**src/rtl/bcd_seq_conv.sv**
```systemverilog
// bcd_seq_conv
// Sequential binary-to-BCD converter using shift-and-add-3 (double dabble).
// It processes one input bit per clock. A start/done handshake frames each
// conversion. Out-of-range values saturate to all nines and raise overflow.
//
// Optional feature macro: BCD_BLANK_EN
//   defined   - the blank output marks leading-zero digits
//   undefined - blank is tied to 0 and no blanking logic exists
//
// Parameters:
//   BIN_W   binary input width (4..32)
//   DIGITS  number of BCD output digits (1..10)
//
// Ports:
//   clk       rising-edge clock
//   rst_n     asynchronous active-low reset
//   start     conversion request, sampled only while idle
//   bin       binary value, captured on the edge that accepts start
//   busy      high while a conversion is in progress
//   done      one-cycle pulse when bcd/overflow/blank have been updated
//   bcd       result, digit k in bits [4k+3:4k], k=0 is the ones digit
//   overflow  last conversion exceeded 10^DIGITS-1
//   blank     leading-zero mask, bit k=1 means digit k is a leading zero
module bcd_seq_conv #(
    parameter int BIN_W  = 14,
    parameter int DIGITS = 4
) (
    input  logic                  clk,
    input  logic                  rst_n,
    input  logic                  start,
    input  logic [BIN_W-1:0]      bin,
    output logic                  busy,
    output logic                  done,
    output logic [4*DIGITS-1:0]   bcd,
    output logic                  overflow,
    output logic [DIGITS-1:0]     blank
);

    localparam int BCD_W = 4 * DIGITS;
    localparam int CNT_W = $clog2(BIN_W + 1);

    typedef enum logic [1:0] {
        IDLE,
        SHIFT,
        DONE
    } state_t;

    state_t             state;
    state_t             next_state;
    logic [BIN_W-1:0]   bin_shift;
    logic [BCD_W-1:0]   bcd_work;
    logic [BCD_W-1:0]   bcd_adj;
    logic               ovf_sticky;
    logic [CNT_W-1:0]   cnt;
    logic               load;
    logic               step;
    logic               finish;

    // State register.
    always_ff @(posedge clk or negedge rst_n) begin
        if (!rst_n) begin
            state <= IDLE;
        end else begin
            state <= next_state;
        end
    end

    // Next-state and control decode.
    // The SHIFT state exits when the counter is at its last iteration.
    always_comb begin
        next_state = state;
        load       = 1'b0;
        step       = 1'b0;
        finish     = 1'b0;
        busy       = (state != IDLE);
        case (state)
            IDLE: begin
                if (start) begin
                    load       = 1'b1;
                    next_state = SHIFT;
                end
            end
            SHIFT: begin
                step = 1'b1;
                if (cnt == CNT_W'(1)) begin
                    next_state = DONE;
                end
            end
            DONE: begin
                finish     = 1'b1;
                next_state = IDLE;
            end
            default: next_state = IDLE;
        endcase
    end

    // Add-3 correction on every working digit of 5 or more, ahead of the shift.
    always_comb begin
        bcd_adj = bcd_work;
        for (int k = 0; k < DIGITS; k++) begin
            if (bcd_work[4*k +: 4] >= 4'd5) begin
                bcd_adj[4*k +: 4] = bcd_work[4*k +: 4] + 4'd3;
            end
        end
    end

    // Datapath and result registers.
    // The bit that leaves the top of the corrected BCD word is the overflow
    // evidence, so it is kept in a sticky flag.
    // done is registered so that it rises together with the new results.
    always_ff @(posedge clk or negedge rst_n) begin
        if (!rst_n) begin
            bin_shift  <= '0;
            bcd_work   <= '0;
            ovf_sticky <= 1'b0;
            cnt        <= '0;
            bcd        <= '0;
            overflow   <= 1'b0;
            done       <= 1'b0;
        end else begin
            done <= finish;
            if (load) begin
                bin_shift  <= bin;
                bcd_work   <= '0;
                ovf_sticky <= 1'b0;
                cnt        <= CNT_W'(BIN_W);
            end else if (step) begin
                {bcd_work, bin_shift} <= {bcd_adj[BCD_W-2:0], bin_shift, 1'b0};
                ovf_sticky            <= ovf_sticky | bcd_adj[BCD_W-1];
                cnt                   <= cnt - CNT_W'(1);
            end
            if (finish) begin
                bcd      <= ovf_sticky ? {DIGITS{4'h9}} : bcd_work;
                overflow <= ovf_sticky;
            end
        end
    end

`ifdef BCD_BLANK_EN
    // Reset shows the value zero, so every digit except the ones digit is blank.
    localparam logic [DIGITS-1:0] BLANK_RST = ~DIGITS'(1);

    logic [DIGITS-1:0] blank_next;

    // A digit is blank when it and every digit above it are zero.
    // The ones digit is never blank.
    always_comb begin
        logic all_zero;
        blank_next = '0;
        all_zero   = 1'b1;
        for (int k = DIGITS - 1; k >= 1; k--) begin
            all_zero      = all_zero & (bcd_work[4*k +: 4] == 4'd0);
            blank_next[k] = all_zero;
        end
        if (ovf_sticky) begin
            blank_next = '0;
        end
    end

    // Blank mask register, loaded together with the result.
    always_ff @(posedge clk or negedge rst_n) begin
        if (!rst_n) begin
            blank <= BLANK_RST;
        end else if (finish) begin
            blank <= blank_next;
        end
    end
`else
    assign blank = '0;
`endif

endmodule
```
**config.mk**
```make
export PLATFORM = sky130hd
export DESIGN_NAME = bcd_seq_conv
export DESIGN_NICKNAME = d
export VERILOG_FILES = /design/src/rtl/bcd_seq_conv.sv
export SDC_FILE = /design/constraint.sdc
export NUM_CORES = 1
export LEC_CHECK = 0
export ABC_CLOCK_PERIOD_IN_PS = 3700
export CORE_MARGIN = 2
export CORE_UTILIZATION = 55
export CTS_CLUSTER_SIZE = 20
export DETAILED_ROUTE_END_ITERATION = 8
export GPL_TIMING_DRIVEN = 1
export PLACE_DENSITY = 0.82
export SLEW_MARGIN = 30
export SYNTH_ARGS = -nofsm -noshare
export SYNTH_HDL_FRONTEND = slang
export SYNTH_SLANG_ARGS = --single-unit
```
**constraint.sdc**
```tcl
create_clock -name clk -period 3.7 [get_ports clk]
set_input_delay 0.37 -clock clk [delete_from_list [all_inputs] [get_ports clk]]
set_output_delay 0.37 -clock clk [all_outputs]
set_load 0.01 [all_outputs]
```
==> key figures <==
Logic synthesis
  • Top cells by area, synth: dfrtp_1 (53%), nand2_1 (6.9%), o21ai_0 (5.4%)
  • Yosys top cell area share: a little over half
  • Mapped Area: approximately 2600 µm²
  • Seq/Total Area, Yosys: 52.8%
  • Cell variety after synth: 31
  • Yosys warning total: 0
  • Syn avg cell area: 9.90 µm²
  • Post-Synthesis Cells: between 200 and 300
  • #FFs+latches synth: between 50 and 60
  • Top cell type by total area after synthesis: dfrtp_1

Drt
  • First-pass DRT Iterations: 4
  • Residual DRC count: 0
  • Vias per cell: 5.48
  • Post-Route WL: between 4000 and 5000 µm
  • DR iter-0 viols: 62
  • Vias post-DR: roughly 1900
  • Drt wl/cell: ~14 µm
  • Antenna Nets Post-Route: 0

STA
  • Final Max Tran Viols: 0
  • Least-Margin Pin Slew: between 800 and 900 ps
  • Final Hold Vio Count: 0
  • Final setup vio count: 0
  • Achievable Freq: 0.518 GHz
  • Slew margin rel.: 42.5%
  • Fin crit share: a little over half
  • Post-layout min period: approximately 1900 ps
  • Slack of the critical path: 1770 ps
  • Post-Route Skew: around 8.4 ps
  • Total negative slack: 0 ps
  • RSZ-0062 raised after global routing: false

Floorplan
  • Die H: 72.8 µm
  • Starting Density: between 50% and 60%
  • Core area: between 4000 and 5000 µm²
  • Full die area: approximately 5300 µm²
  • Die X: around 73 µm
  • Row Count: 25
  • Ports: 40

Pwr
  • Sw frac: between 30% and 40%
  • Max VDD drop: roughly 0.37 mV
  • PwrDens: roughly 790 nW/µm²
  • Cell Int Power: 1480 µW
  • Clock network fraction of total power: 15.1%
  • Leakage Power: approximately 0.0014 µW
  • Combinational Power Share: 42.2%
  • Switching power: ~940 µW
  • Sequential cell fraction of total power: between 40% and 50%

Final layout
  • Design area: 3050 µm²
  • Area delta synth->final: 17.1%
  • Commonest non-fill, non-tap cell in the layout: dfrtp_1
  • Layout cell share with drive strength beyond 1: 7.19%
  • Ant. Diodes: 0
  • Commonest non-fill, non-tap cells in the layout: dfrtp_1 (55), nand2_1 (48), clkdlybuf4s50_1 (34)
  • Post-layout util: between 60% and 70%
  • Fin nets: 318

Clock tree
  • Post-CTS repair timing setup buffer count: 0
  • Clock latency on the worst-skew pair: approximately 310 ps
  • Hold-fix buffer count after cts: 0
  • CTS tree: built
  • Max Root-Sink Buffers: 2
  • Clock-pin slew on the worst setup and hold paths: about 100 ps
  • CTS buffer count: 5
  • Clk root buf: clkbuf_8
  • Total clock sinks: 55
  • H-Tree Depth: 2
  • PostCTS Resize Cnt: 0

GRT
  • Global-route wire length before repair: ~8400 µm
  • Largest net degree at the start of global routing: 35
  • Vias in the first global route: 1841
  • Initial antenna violation count: 0
  • GRT Residual Overflow: 0
  • Gr usage total: about a fifth

Critical path
  • R2R cell count: 4
  • Slowest stage delay, CP: 480 ps
  • Req. time, crit path: around 3300 ps
  • Worst path bufs/invs: 1
  • Reg2Reg Setup Slack: between 1500 and 2000 ps
  • Crit Path Category: flip-flop to output port
  • CP max-delay cell: clkdlybuf4s50_1
  • Worst reg2reg path endpoint: bcd_work[11]
  • CP Cell Sequence: or2_2, clkdlybuf4s50_1
  • WP data arrival: 1560 ps
  • Crit. Startpoint: state[1]
  • Kind of end point of the critical path: output port
  • Crit. path cell count: 2
  • CP delay by family, top: buffers and inverters
  • Worst Setup Start Kind: flip-flop
  • CP endpoint: busy
  • Maximum net fanout on the critical path: 6
  • Worst r2r src: state[1]

Worst hold path
  • Min-Delay Path Class: primary input to async pin

Placed design
  • # port buffers: 35
  • Pre-CTS setup slack: around 1600 ps
  • Placer congestion estimate: 0.774
  • Post-DP Area: around 2900 µm²
  • HPWL Detailed: around 3300 µm

Flow run
  • Max-cap violations: 0

Run status
  • Status: finished, final reports clean
## synthesized netlist by cell type
cell / n
dfrtp_1: 55
nor3_1: 1
and3_1: 2
nand2_1: 48
clkbuf_1: 5
nor2_1: 9
nor2b_1: 1
conb_1: 1
nor3b_1: 1
mux2_2: 4
and2_1: 1
buf_4: 4
nor3b_2: 1
a22oi_1: 13
nand2_4: 1
xnor2_1: 5
or3b_1: 1
o21ai_0: 28
a32o_1: 4
buf_6: 1
nor4_1: 1
xor2_1: 4
nand3_1: 11
nand2b_1: 10
a311o_1: 1
buf_2: 10
or2_2: 1
inv_1: 11
o31ai_1: 13
ha_1: 10
a21oi_1: 5
## metal layers
layer	vias up	global-route usage [%]	wire [µm]
met5	-	0	0
li1	946	-	-
met3	7	4.56	229
met2	54	31.5	2200
met1	890	27.9	2300
met4	0	6.17	70
## kinds of logic after synthesis
kind of cell    synth area share [%]
buf+inv                         5.81
compound gates                  15.8
mux                             1.73
fa+ha+maj                       4.80
flops                           52.8
other cells                    0.144
xor+xnor                        3.03
simple gates                    15.9
## worst min-delay path by stage
stage | startpoint | to | slack, ps | depth (start not counted)
after floorplan | rst_n | bcd[0] | 70 | 0
after global placement | rst_n | bcd[15] | 400 | 1
after detailed placement | rst_n | bcd[15] | 410 | 1
after CTS | rst_n | bcd[15] | 70 | 1
after global routing | rst_n | done | 90 | 1
final | rst_n | done | 50 | 1
## flip-flops by register name, summed over array words and instances (netlist names)
signal,cells
bin_shift,14
state,2
bcd_work,16
overflow,1
bcd,16
ovf_sticky,1
done,1
cnt,4
## cell type report
cell class | instances | area (µm²)
tap | 54 | 67.6
inverter | 11 | 41.3
timing repair buffer | 38 | 368
clock inverter | 1 | 7.51
fill | 385 | 1580
sequential | 55 | 1380
clock buffer | 7 | 96.3
multi-input combinational | 180 | 1090
## per-stage QoR
| stage | power, µW | cells | hold WS (ps) |
|---|---|---|---|
| 3_5_place_dp | 2060 | 338 | 413 |
| 4_1_cts | 2430 | 346 | 71.1 |
| 6_report | 2420 | 346 | 46.8 |
| 5_1_grt | 2620 | 346 | 94.3 |
| 3_3_place_gp | 2010 | 338 | 405 |
| 2_1_floorplan | 1760 | 266 | 74.4 |
## power groups by stage
| stage | combinational [µW] | sequential [µW] | clock, µW |
|---|---|---|---|
| after floorplan | 771 | 993 | 0 |
| after global placement | 974 | 1030 | 0 |
| after detailed placement | 1020 | 1040 | 0 |
| after CTS | 1030 | 1030 | 371 |
| after global routing | 1160 | 1070 | 398 |
| final | 1020 | 1030 | 366 |
(Power assumes the default switching activity.)
